**config.mk**
```make
export PLATFORM = sky130hd
export DESIGN_NAME = control_unit
export DESIGN_NICKNAME = d
export VERILOG_FILES = /design/src/rtl/cu_pkg.sv /design/src/rtl/cu_input_latch.sv /design/src/rtl/control_unit.sv
export SDC_FILE = /design/constraint.sdc
export NUM_CORES = 1
export LEC_CHECK = 0
export ABC_AREA = 1
export CORE_ASPECT_RATIO = 1.25
export CORE_MARGIN = 2
export CORE_UTILIZATION = 39
export DETAILED_ROUTE_END_ITERATION = 10
export PLACE_DENSITY = 0.88
export SKIP_CTS_REPAIR_TIMING = 1
export SLEW_MARGIN = 40
export SYNTH_ARGS = -nofsm -noshare
export SYNTH_HDL_FRONTEND = slang
export SYNTH_HIERARCHICAL = 1
export SYNTH_SLANG_ARGS = --single-unit
```
**constraint.sdc**
```tcl
create_clock -name clk -period 1.5 [get_ports clk]
set_input_delay 0.3 -clock clk [delete_from_list [all_inputs] [get_ports clk]]
set_output_delay 0.3 -clock clk [all_outputs]
set_load 0.02 [all_outputs]
```
**src/rtl/cu_pkg.sv**
```systemverilog
// Shared types and constants for the accelerator control unit.
//   cu_state_t : sequencer states (IDLE, FP, BP, DRAW)
//   LABEL_W    : width of the training label
package cu_pkg;

    localparam int unsigned LABEL_W = 8;

    typedef enum logic [1:0] {
        IDLE = 2'd0,
        FP   = 2'd1,
        BP   = 2'd2,
        DRAW = 2'd3
    } cu_state_t;

endpackage

```
**src/rtl/cu_input_latch.sv**
```systemverilog
// Captures the image word, label and run type when a run is accepted.
// Ports:
//   clk, rst   : clock, asynchronous active-low clear
//   load       : accept strobe; captures the inputs on the next rising edge
//   image_in   : image data word          -> image_out
//   label_in   : training label           -> label_out
//   train      : run type (1 = training)  -> train_reg
module cu_input_latch
    import cu_pkg::*;
#(
    parameter int unsigned IMG_W = 32
) (
    input  logic               clk,
    input  logic               rst,
    input  logic               load,
    input  logic [IMG_W-1:0]   image_in,
    input  logic [LABEL_W-1:0] label_in,
    input  logic               train,
    output logic [IMG_W-1:0]   image_out,
    output logic [LABEL_W-1:0] label_out,
    output logic               train_reg
);

    always_ff @(posedge clk or negedge rst) begin
        if (!rst) begin
            image_out <= '0;
            label_out <= '0;
            train_reg <= 1'b0;
        end else if (load) begin
            image_out <= image_in;
            label_out <= label_in;
            train_reg <= train;
        end
    end

endmodule

```
**src/rtl/control_unit.sv**
```systemverilog
// Top-level sequencer for the neural-network accelerator.
// A start in IDLE captures image/label/train and launches FP; a training run
// then requests BP, an inference run requests the draw unit, and the
// sequencer returns to IDLE when the last engine reports done.
// Optional build macro CU_TRAIN_DRAW_EN: training runs go FP -> BP -> DRAW.
// Ports:
//   clk, rst            : clock, asynchronous active-low reset
//   train, start        : run request (sampled only in IDLE)
//   fp_done, bp_done    : engine completion levels
//   drawn               : draw unit completion level
//   label_in, image_in  : data captured at start
//   do_fp, do_bp, draw  : Moore request outputs decoded from the state
//   label_out, image_out: captured data, held until the next accepted start
module control_unit
    import cu_pkg::*;
#(
    parameter int unsigned IMG_W = 32
) (
    input  logic               clk,
    input  logic               rst,
    input  logic               train,
    input  logic               start,
    input  logic               fp_done,
    input  logic               bp_done,
    input  logic               drawn,
    input  logic [LABEL_W-1:0] label_in,
    input  logic [IMG_W-1:0]   image_in,
    output logic               do_fp,
    output logic               do_bp,
    output logic               draw,
    output logic [LABEL_W-1:0] label_out,
    output logic [IMG_W-1:0]   image_out
);

    cu_state_t cs, ns;
    logic      accept;
    logic      train_reg;
    logic      started, started_d;

    assign accept = (cs == IDLE) && start;

    cu_input_latch #(
        .IMG_W (IMG_W)
    ) u_input_latch (
        .clk       (clk),
        .rst       (rst),
        .load      (accept),
        .image_in  (image_in),
        .label_in  (label_in),
        .train     (train),
        .image_out (image_out),
        .label_out (label_out),
        .train_reg (train_reg)
    );

    always_ff @(posedge clk or negedge rst) begin
        if (!rst) begin
            cs      <= IDLE;
            started <= 1'b0;
        end else begin
            cs      <= ns;
            started <= started_d;
        end
    end

    // Each state looks only at its own done input, so a done level held
    // across a transition is never consumed twice.
    always_comb begin
        ns        = cs;
        started_d = started;
        unique case (cs)
            IDLE: begin
                if (start) begin
                    ns        = FP;
                    started_d = 1'b1;
                end
            end
            FP: begin
                if (fp_done) begin
                    ns = train_reg ? BP : DRAW;
                end
            end
            BP: begin
                if (bp_done) begin
`ifdef CU_TRAIN_DRAW_EN
                    ns = DRAW;
`else
                    ns        = IDLE;
                    started_d = 1'b0;
`endif
                end
            end
            DRAW: begin
                if (drawn) begin
                    ns        = IDLE;
                    started_d = 1'b0;
                end
            end
            default: ns = IDLE;
        endcase
    end

    assign do_fp = (cs == FP);
    assign do_bp = (cs == BP);
    assign draw  = (cs == DRAW);

    // started mirrors "a run is in progress"; it must never disagree with cs.
    started_matches_state: assert property (
        @(posedge clk) disable iff (!rst) started == (cs != IDLE)
    );

endmodule

```
==> metrics.md, run 1 <==
| Metric | Value |
|---|---|
| Final worst-path cycle share | 0.946 |
| Combinational fraction of design power | 0.506 |
| Clk sink count | 43 |
| Seq/Total Area, Yosys | 0.605 |
| Starting Density | 0.405 |
| Critical path, cell by cell | buf_4 > buf_4 > nor3_2 > buf_4 > inv_8 > nand2_1 > nand2_1 |
| Slowest Stage Delay on Critical Path | 0.43 ns |
| CTS tree | built |
| Pint | 3.57 mW |
| Critical-path top delay cell | dfrtp_1 |
| Clock power frac | 0.148 |
| Worst r2r path cells | 7 |
| RSZ-0062 raised after global routing | true |
| Area growth, synth to finish | 66.2% |
| Biggest registers after layout | u_input_latch/image_out (32), u_input_latch/label_out (8), cs (2) |
| Initial antenna violation count | 0 |
| Die width | 64.4 um |
| Clock Skew | 0.00390 ns |
| Dpl hpwl | 2940 um |
| Die H | 79.5 um |
| Vias in the first global route | 1540 |
| Total CTS buffers | 5 |
| Yosys reg bits | 43 |
| Number of diodes | 0 |
| Switch share | 0.395 |
| Final-report setup violation count | 0 |
| Nets@finish | 344 |
| Switching pwr | 2.33 mW |
| Adder-Cell Fraction of Synth Area | 0 |
| Status | finished clean |
| Avg Inst Size Synth | 8.85 um^2 |
| DRT antenna net count | 0 |
| CP most frequent cell | buf_4 |
| Largest Register | u_input_latch/image_out |
| Hold depth | 2 |
| Netlist cell types | 16 |
| Wire per inst | 11.6 um |
| Total grt overflow | 0 |
| CP arrival | 1.60 ns |
| Synth warn | 6 |
| GP Congestion | 0.772 |
| Simple-gate share of the synthesized area | 0.312 |
| Crit path required time | 1.68 ns |
| Max-cap viol count | 0 |
| Final setup margin | 0.0806 ns |
| Core Area | 0.00439 mm^2 |
| Power Density | 1990 mW/mm^2 |
| R2R Path End | u_input_latch/image_out[28]$_DFFE_PN0P_ |
| CTS H-tree lvls | 2 |
| Complex-gate fraction of the synthesized area | 0.00563 |
| Latest clock arrival within the worst-skew pair | 0.28 ns |
| Top Ports | 90 |
| Max reg flops | 32 |
| Place WS | -0.0501 ns |
| Clock Path Buffers | 2 |
| Total global-route track usage | 0.168 |
| CP endpoint | u_input_latch/image_out[28]$_DFFE_PN0P_ |
| Total Neg Setup Slack | 0 ns |
| Slew headroom | 0.683 |
| Fillers | 337 |
| Post-synthesis mux area share | 0 |
| Synth Instances | 201 |
| Pin count of the biggest net entering global routing | 42 |
| Slew Viols, Final | 0 |
| Final Hold Viols | 0 |
| Highest clock rate | 705 MHz |
| Drt initial violations | 74 |
| Post-route minimum period | 1.42 ns |
| Reg-to-reg startpoint | cs[1]$_DFFE_PN0P_ |
| Mapped cell area | 0.00178 mm^2 |
| Largest family of logic cells by synthesized area | simple AND/OR/NAND/NOR gates |
| Share of layout cells above drive strength 1 | 0.117 |
| DRC errors left | 0 |
| CTS clk-pin slew, worst paths | 0.08 ns |
| Worst setup path start | cs[1]$_DFFE_PN0P_ |
| Routed wire length | 4110 um |
| Synth area leader | dfrtp_1 |
| Tightest Hold Check Type | flop to flop |
| Crit start category | flop |
| Seq pwr share | 0.346 |
| Synth top area share | 0.605 |
| Maximum VDD drop | 1.08 mV |
| Leak Pwr | 1.93 nW |
| Drt pass-1 iters | 4 |
| First-pass GRT wire length | 6740 um |
| Syn Nets | 248 |
| Top post-synthesis cells by area | dfrtp_1 60%, nand2_1 25%, nand2_2 3.5% |
| R2R setup slack | 0.08 ns |
| Die ar. | 0.00512 mm^2 |
| Routed via count | 1579 |
| PortBufs | 89 |
| Clk Tree Root Cell | clkbuf_8 |
| Crit Path Max Fanout | 41 |
| Vias per cell | 4.44 |
| Crit path kind | flop to flop |
| FP Rows | 27 |
| Slew @ Worst Pin | 0.475 ns |
| Critical path endpoint category | flop |
| XOR/XNOR Fraction of Synth Area | 0 |
-- how the worst min path moves through the flow --
stage	from	to
floorplan	rst	cs[0]$_DFFE_PN0P_
global placement	rst	u_input_latch/image_out[27]$_DFFE_PN0P_
detailed placement	rst	u_input_latch/image_out[27]$_DFFE_PN0P_
CTS	rst	cs[1]$_DFFE_PN0P_
global route	u_input_latch/image_out[18]$_DFFE_PN0P_	u_input_latch/image_out[18]$_DFFE_PN0P_
finish	u_input_latch/image_out[7]$_DFFE_PN0P_	u_input_latch/image_out[7]$_DFFE_PN0P_
-- power by group through the flow --
stage	registers [mW]	logic, mW	clock network, mW
3_3_place_gp	2.05	3.04	0
3_5_place_dp	2.06	3.11	0
6_report	2.04	2.98	0.874
5_1_grt	2.12	3.26	0.955
2_1_floorplan	2.67	1.05	0
4_1_cts	2.05	3.12	0.903
-- metal layers --
| metal | track usage | wire length (um) | vias to the layer above |
|---|---|---|---|
| met5 | 0 | 0 | - |
| met4 | 0.0511 | 85 | 0 |
| met3 | 0.0437 | 242 | 9 |
| met2 | 0.306 | 2140 | 52 |
| met1 | 0.191 | 1650 | 730 |
| li1 | - | - | 788 |
-- area by class of cell --
cell class | count | area, um^2 | area share
Timing Repair Buffer | 99 | 1090 | 0.368
Sequential cell | 43 | 1080 | 0.364
Multi-Input combinational cell | 140 | 569 | 0.192
Tap cell | 58 | 72.6 | 0.0245
Clock buffer | 5 | 68.8 | 0.0233
Clock inverter | 3 | 43.8 | 0.0148
Inverter | 8 | 37.5 | 0.0127
-- stage by stage --
stage	cell area, um^2	utilization	instances	total power [mW]	hold WS (ns)
CTS	2840	0.646	354	6.07	-0.0318
global placement	2730	0.621	346	5.09	0.280
global route	2960	0.674	356	6.33	0.494
detailed placement	2730	0.621	346	5.18	0.283
floorplan	1780	-	201	3.73	0.00441
finish	2960	0.674	356	5.90	0.465
-- cells by family (layout without fill, tap and decap cells) --
kind of cell / after synthesis / count (layout)
AND/OR/NAND/NOR: 138 / 138
flip-flops: 43 / 43
buffers and inverters: 18 / 115
AO/OA/AOI/OAI: 2 / 2
-- cells in the mapped netlist --
master and n:
nor2_2 1, buf_6 5, o21ai_0 1, buf_8 1
inv_1 5, a21oi_1 1, buf_4 4, nand2_2 10
nor3_1 1, dfrtp_1 43, nor2_1 2, nand2_1 120
inv_2 2, nand3_1 3, inv_8 1, nand3b_1 1
-- critical path, delay by kind of cell, from the launching register on --
family                 cells  cell delay (ns)
buffers and inverters      4             0.57
flip-flops                 1             0.43
AND/OR/NAND/NOR            3             0.31
-- layout by cell type, fill, tap and decap left out, types with 2 or more instances in the layout --
| cell | n |
|---|---|
| dfrtp_1 | 42 |
| buf_4 | 7 |
| inv_2 | 2 |
| nand2_1 | 120 |
| nand2_2 | 10 |
| nor2_1 | 2 |
| nand3_1 | 3 |
| clkdlybuf4s50_1 | 45 |
| inv_1 | 5 |
| buf_12 | 2 |
| clkbuf_8 | 5 |
| dlymetal6s2s_1 | 42 |
No activity file was read; power rests on OpenSTA's default activity.
==> run 2, diff against run 1 <==
Settings changed: CORE_MARGIN 2 to 5.
==> metrics.md, run 2 (synthesized netlist as in run 1, its figures left out) <==
| Metric | Value |
|---|---|
| Highest clock rate | 705 MHz |
| Fin util | 0.659 |
| Maximum VDD drop | 1.06 mV |
| Min Hold Slack | 0.0831 ns |
| Most common cell after layout, fill and taps aside | nand2_1 |
| Die width | 70.4 um |
| Number of diodes | 0 |
| Max-cap viol count | 0 |
| Final Cell Area | 0.00292 mm^2 |
| Final-report setup violation count | 0 |
| Wire per inst | 12.0 um |
| CTS clk-pin slew, worst paths | 0.07 ns |
| Crit Path Max Fanout | 5 |
| Final Hold Viols | 0 |
| Starting Density | 0.402 |
| Commonest non-fill, non-tap cells in the layout | 120 x nand2_1, 45 x clkdlybuf4s50_1, 43 x dfrtp_1 |
| Multi-input gate area | 576 um^2 |
| Latest clock arrival within the worst-skew pair | 0.28 ns |
| Share of layout cells above drive strength 1 | 0.108 |
| Crit start category | flop |
| Register area | 0.00108 mm^2 |
| Total Neg Setup Slack | 0 ns |
| Die H | 85.5 um |
| Initial antenna violation count | 0 |
| Tot Pwr | 5.83 mW |
| Clock Skew | 0.00504 ns |
| Core Area | 0.00443 mm^2 |
| Area growth, synth to finish | 64.0% |
| Slew @ Worst Pin | 0.522 ns |
| Die ar. | 0.00602 mm^2 |
| Drt initial violations | 30 |
| FP Rows | 27 |
| Nets@finish | 343 |
| CTS tree | built |
| Worst setup path start | cs[1]$_DFFE_PN0P_ |
| First-pass GRT wire length | 7000 um |
| Crit path required time | 1.20 ns |
| Reg-to-reg startpoint | cs[0]$_DFFE_PN0P_ |
| Biggest registers after layout | u_input_latch/image_out (32), u_input_latch/label_out (8), cs (2) |
| Drt pass-1 iters | 4 |
| Clock Path Buffers | 2 |
| Total CTS buffers | 5 |
| Routed via count | 1527 |
| Dpl hpwl | 3130 um |
| Largest Register | u_input_latch/image_out |
| Critical path endpoint category | output pin |
| Post-DP Area | 0.00271 mm^2 |
| Pin count of the biggest net entering global routing | 44 |
| Total grt overflow | 0 |
| CP arrival | 1.12 ns |
| Top Ports | 90 |
| Final worst-path cycle share | 0.946 |
| DRT antenna net count | 0 |
| Max reg flops | 32 |
| Slew Viols, Final | 0 |
| Vias per cell | 4.31 |
| Crit path kind | flop to output pin |
| Total global-route track usage | 0.144 |
| CTS H-tree lvls | 2 |
| GP Congestion | 0.825 |
| Status | finished clean |
| Post-route minimum period | 1.42 ns |
| RSZ-0062 raised after global routing | false |
| Tightest Hold Check Type | primary input to async pin |
| DRC errors left | 0 |
| Fillers | 355 |
| Power Density | 2000 mW/mm^2 |
| Routed wire length | 4250 um |
| Clk sink count | 43 |
| Leak Pwr | 1.92 nW |
| PortBufs | 89 |
| Clk Tree Root Cell | clkbuf_8 |
| Slew headroom | 0.652 |
| Vias in the first global route | 1530 |
-- run 2: worst paths after layout --
kind / to / slack (ns) / cells after the start
worst max-delay path: do_bp / 0.08 / 3
worst min-delay path: u_input_latch/image_out[28]$_DFFE_PN0P_ / 0.08 / 2
worst max register to register: u_input_latch/image_out[2]$_DFFE_PN0P_ / 0.16 / 6
worst min register to register: u_input_latch/image_out[4]$_DFFE_PN0P_ / 0.47 / 2
max in group asynchronous: u_input_latch/image_out[2]$_DFFE_PN0P_ / 1.06 / 2
min in group clk: u_input_latch/image_out[4]$_DFFE_PN0P_ / 0.47 / 2
-- run 2: area by class of cell --
type / count / share of cell area
Clock inverter: 1 / 0.0103
Multi-Input combinational cell: 140 / 0.197
Sequential cell: 43 / 0.369
Tap cell: 58 / 0.0249
Timing Repair Buffer: 98 / 0.361
Inverter: 8 / 0.0129
Clock buffer: 6 / 0.0249
-- run 2: metal layers --
layer  vias up  wire length, um  global-route usage
met5         -                0                   0
met4         0               29              0.0470
met3         4              379              0.0598
met2        54             2260               0.256
met1       685             1580               0.153
li1        784                -                   -
-- run 2: worst max-delay path: stages (launching register included) --
cell	delay, ns
dfrtp_1	0.42
inv_2	0.06
nor2_1	0.11
dlymetal6s2s_1	0.24
-- run 2: power by group --
group          switching, mW  internal (mW)
clock                  0.340          0.488
combinational           1.65           1.33
sequential             0.308           1.72
total                   2.30           3.53
-- run 2: metrics by stage --
step / std cells / worst slack (ns)
after floorplan: 201 / 0.257
after global placement: 347 / -0.0397
after detailed placement: 347 / -0.0566
after CTS: 354 / -0.325
after global routing: 354 / 0.0108
final: 354 / 0.0814
==> run 3, diff against run 2 <==
Settings changed: CAP_MARGIN set to 20, HOLD_SLACK_MARGIN set to 0.15.
==> metrics.md, run 3 (synthesized netlist as in run 1, its figures left out) <==
| Metric | Value |
|---|---|
| Dpl hpwl | 3130 um |
| HP Start | u_input_latch/image_out[4]$_DFFE_PN0P_ |
| Crit path required time | 1.20 ns |
| Drt pass-1 iters | 4 |
| Total CTS buffers | 5 |
| Post-DP Area | 0.00271 mm^2 |
| Clk Tree Root Cell | clkbuf_8 |
| Crit start category | flop |
| Leak Pwr | 1.92 nW |
| Highest clock rate | 705 MHz |
| CP arrival | 1.12 ns |
| Non-Filler Instances | 355 |
| Total grt overflow | 0 |
| Starting Density | 0.402 |
| Number of diodes | 0 |
| Min Hold Slack | 0.466 ns |
| Vias in the first global route | 1530 |
| PortBufs | 89 |
| Placed cells | 347 |
| Core Area | 0.00443 mm^2 |
| Share of layout cells above drive strength 1 | 0.108 |
| Tightest Hold Check Type | flop to flop |
| Top Ports | 90 |
| Biggest registers after layout | u_input_latch/image_out (32), u_input_latch/label_out (8), cs (2) |
| GP Congestion | 0.825 |
| Die width | 70.4 um |
| Place WS | -0.0566 ns |
| Critical-path top delay cell | dfrtp_1 |
| Fin util | 0.662 |
| Final setup margin | 0.0810 ns |
| Reg-to-reg startpoint | cs[0]$_DFFE_PN0P_ |
| Slew @ Worst Pin | 0.520 ns |
| CTS H-tree lvls | 2 |
| Max reg flops | 32 |
| R2R setup slack | 0.15 ns |
| Power Density | 1990 mW/mm^2 |
| DRT antenna net count | 0 |
| Largest Register | u_input_latch/image_out |
| RSZ-0062 raised after global routing | false |
| Tot Pwr | 5.84 mW |
| Routed wire length | 4270 um |
| FP Rows | 27 |
| Area growth, synth to finish | 64.6% |
| Final worst-path cycle share | 0.946 |
| Clock Path Buffers | 2 |
| Total Neg Setup Slack | 0 ns |
| Nets@finish | 344 |
| Slew Viols, Final | 0 |
| DRC errors left | 0 |
| Clk sink count | 43 |
| CTS tree | built |
| Routed via count | 1531 |
| Vias per cell | 4.31 |
| CTS clk-pin slew, worst paths | 0.07 ns |
| Commonest non-fill, non-tap cells in the layout | 120 x nand2_1, 45 x clkdlybuf4s50_1, 43 x dfrtp_1 |
| Hold endpoint | u_input_latch/image_out[4]$_DFFE_PN0P_ |
| Total global-route track usage | 0.144 |
| Critical path, cell by cell | inv_2 > nor2_1 > dlymetal6s2s_1 |
| Final Cell Area | 0.00293 mm^2 |
| Post-route minimum period | 1.42 ns |
| Max-cap viol count | 0 |
| Final-report setup violation count | 0 |
| First-pass GRT wire length | 7000 um |
| Initial antenna violation count | 0 |
| Status | finished clean |
| Maximum VDD drop | 1.06 mV |
| Most common cell after layout, fill and taps aside | nand2_1 |
| R2R Path End | u_input_latch/image_out[2]$_DFFE_PN0P_ |
| Critical path endpoint category | output pin |
| Clock Skew | 0.00493 ns |
| Crit Path Max Fanout | 5 |
| Slowest Stage Delay on Critical Path | 0.42 ns |
| Pin count of the biggest net entering global routing | 44 |
| Final Hold Viols | 0 |
| Worst r2r path cells | 6 |
| Wire per inst | 12.0 um |
| Hold depth | 2 |
| Slew headroom | 0.653 |
| Die H | 85.5 um |
| Die ar. | 0.00602 mm^2 |
| Latest clock arrival within the worst-skew pair | 0.28 ns |
| Crit path kind | flop to output pin |
| Drt initial violations | 33 |
run 3: cell count changes in the layout (fill, tap and decap cells not counted), sizes merged:
cell,before,now
dlygate4sd3,0,1
run 3: critical path, delay by kind of cell (launching register included):
family,cells,cell delay (ns)
and+or+nand+nor,1,0.11
DFF,1,0.42
buffers and inverters,2,0.30
run 3: how the worst max path moves through the flow:
stage	startpoint	endpoint	slack (ns)
detailed placement	start	u_input_latch/image_out[2]$_DFFE_PN0P_	-0.06
CTS	cs[0]$_DFFE_PN0P_	do_fp	-0.32
global placement	start	u_input_latch/image_out[9]$_DFFE_PN0P_	-0.04
global route	cs[1]$_DFFE_PN0P_	do_bp	0.01
finish	cs[1]$_DFFE_PN0P_	do_bp	0.08
floorplan	cs[0]$_DFFE_PN0P_	u_input_latch/image_out[31]$_DFFE_PN0P_	0.26
run 3: routing by layer:
| layer | share of wire | up-vias | global-route usage | routed length [um] |
|---|---|---|---|---|
| met2 | 0.52 | 55 | 0.256 | 2230 |
| met3 | 0.092 | 8 | 0.0598 | 393 |
| met4 | 0.013 | 0 | 0.0470 | 57 |
| met5 | 0 | - | 0 | 0 |
| li1 | - | 787 | - | - |
| met1 | 0.37 | 681 | 0.153 | 1590 |
run 3: layout make-up:
class | count | area [um^2]
tap | 58 | 72.6
clock inverter | 1 | 30.0
inverter | 8 | 37.5
fill | 354 | 1500
clock buffer | 6 | 72.6
multi-input combinational | 140 | 576
timing repair buffer | 99 | 1060
sequential | 43 | 1080
run 3: report_power, final:
| part | leakage [nW] | internal [mW] | switching, mW |
|---|---|---|---|
| registers | 0.532 | 1.72 | 0.308 |
| logic | 1.34 | 1.33 | 1.65 |
| clock network | 0.0513 | 0.488 | 0.343 |
| total | 1.92 | 3.54 | 2.30 |
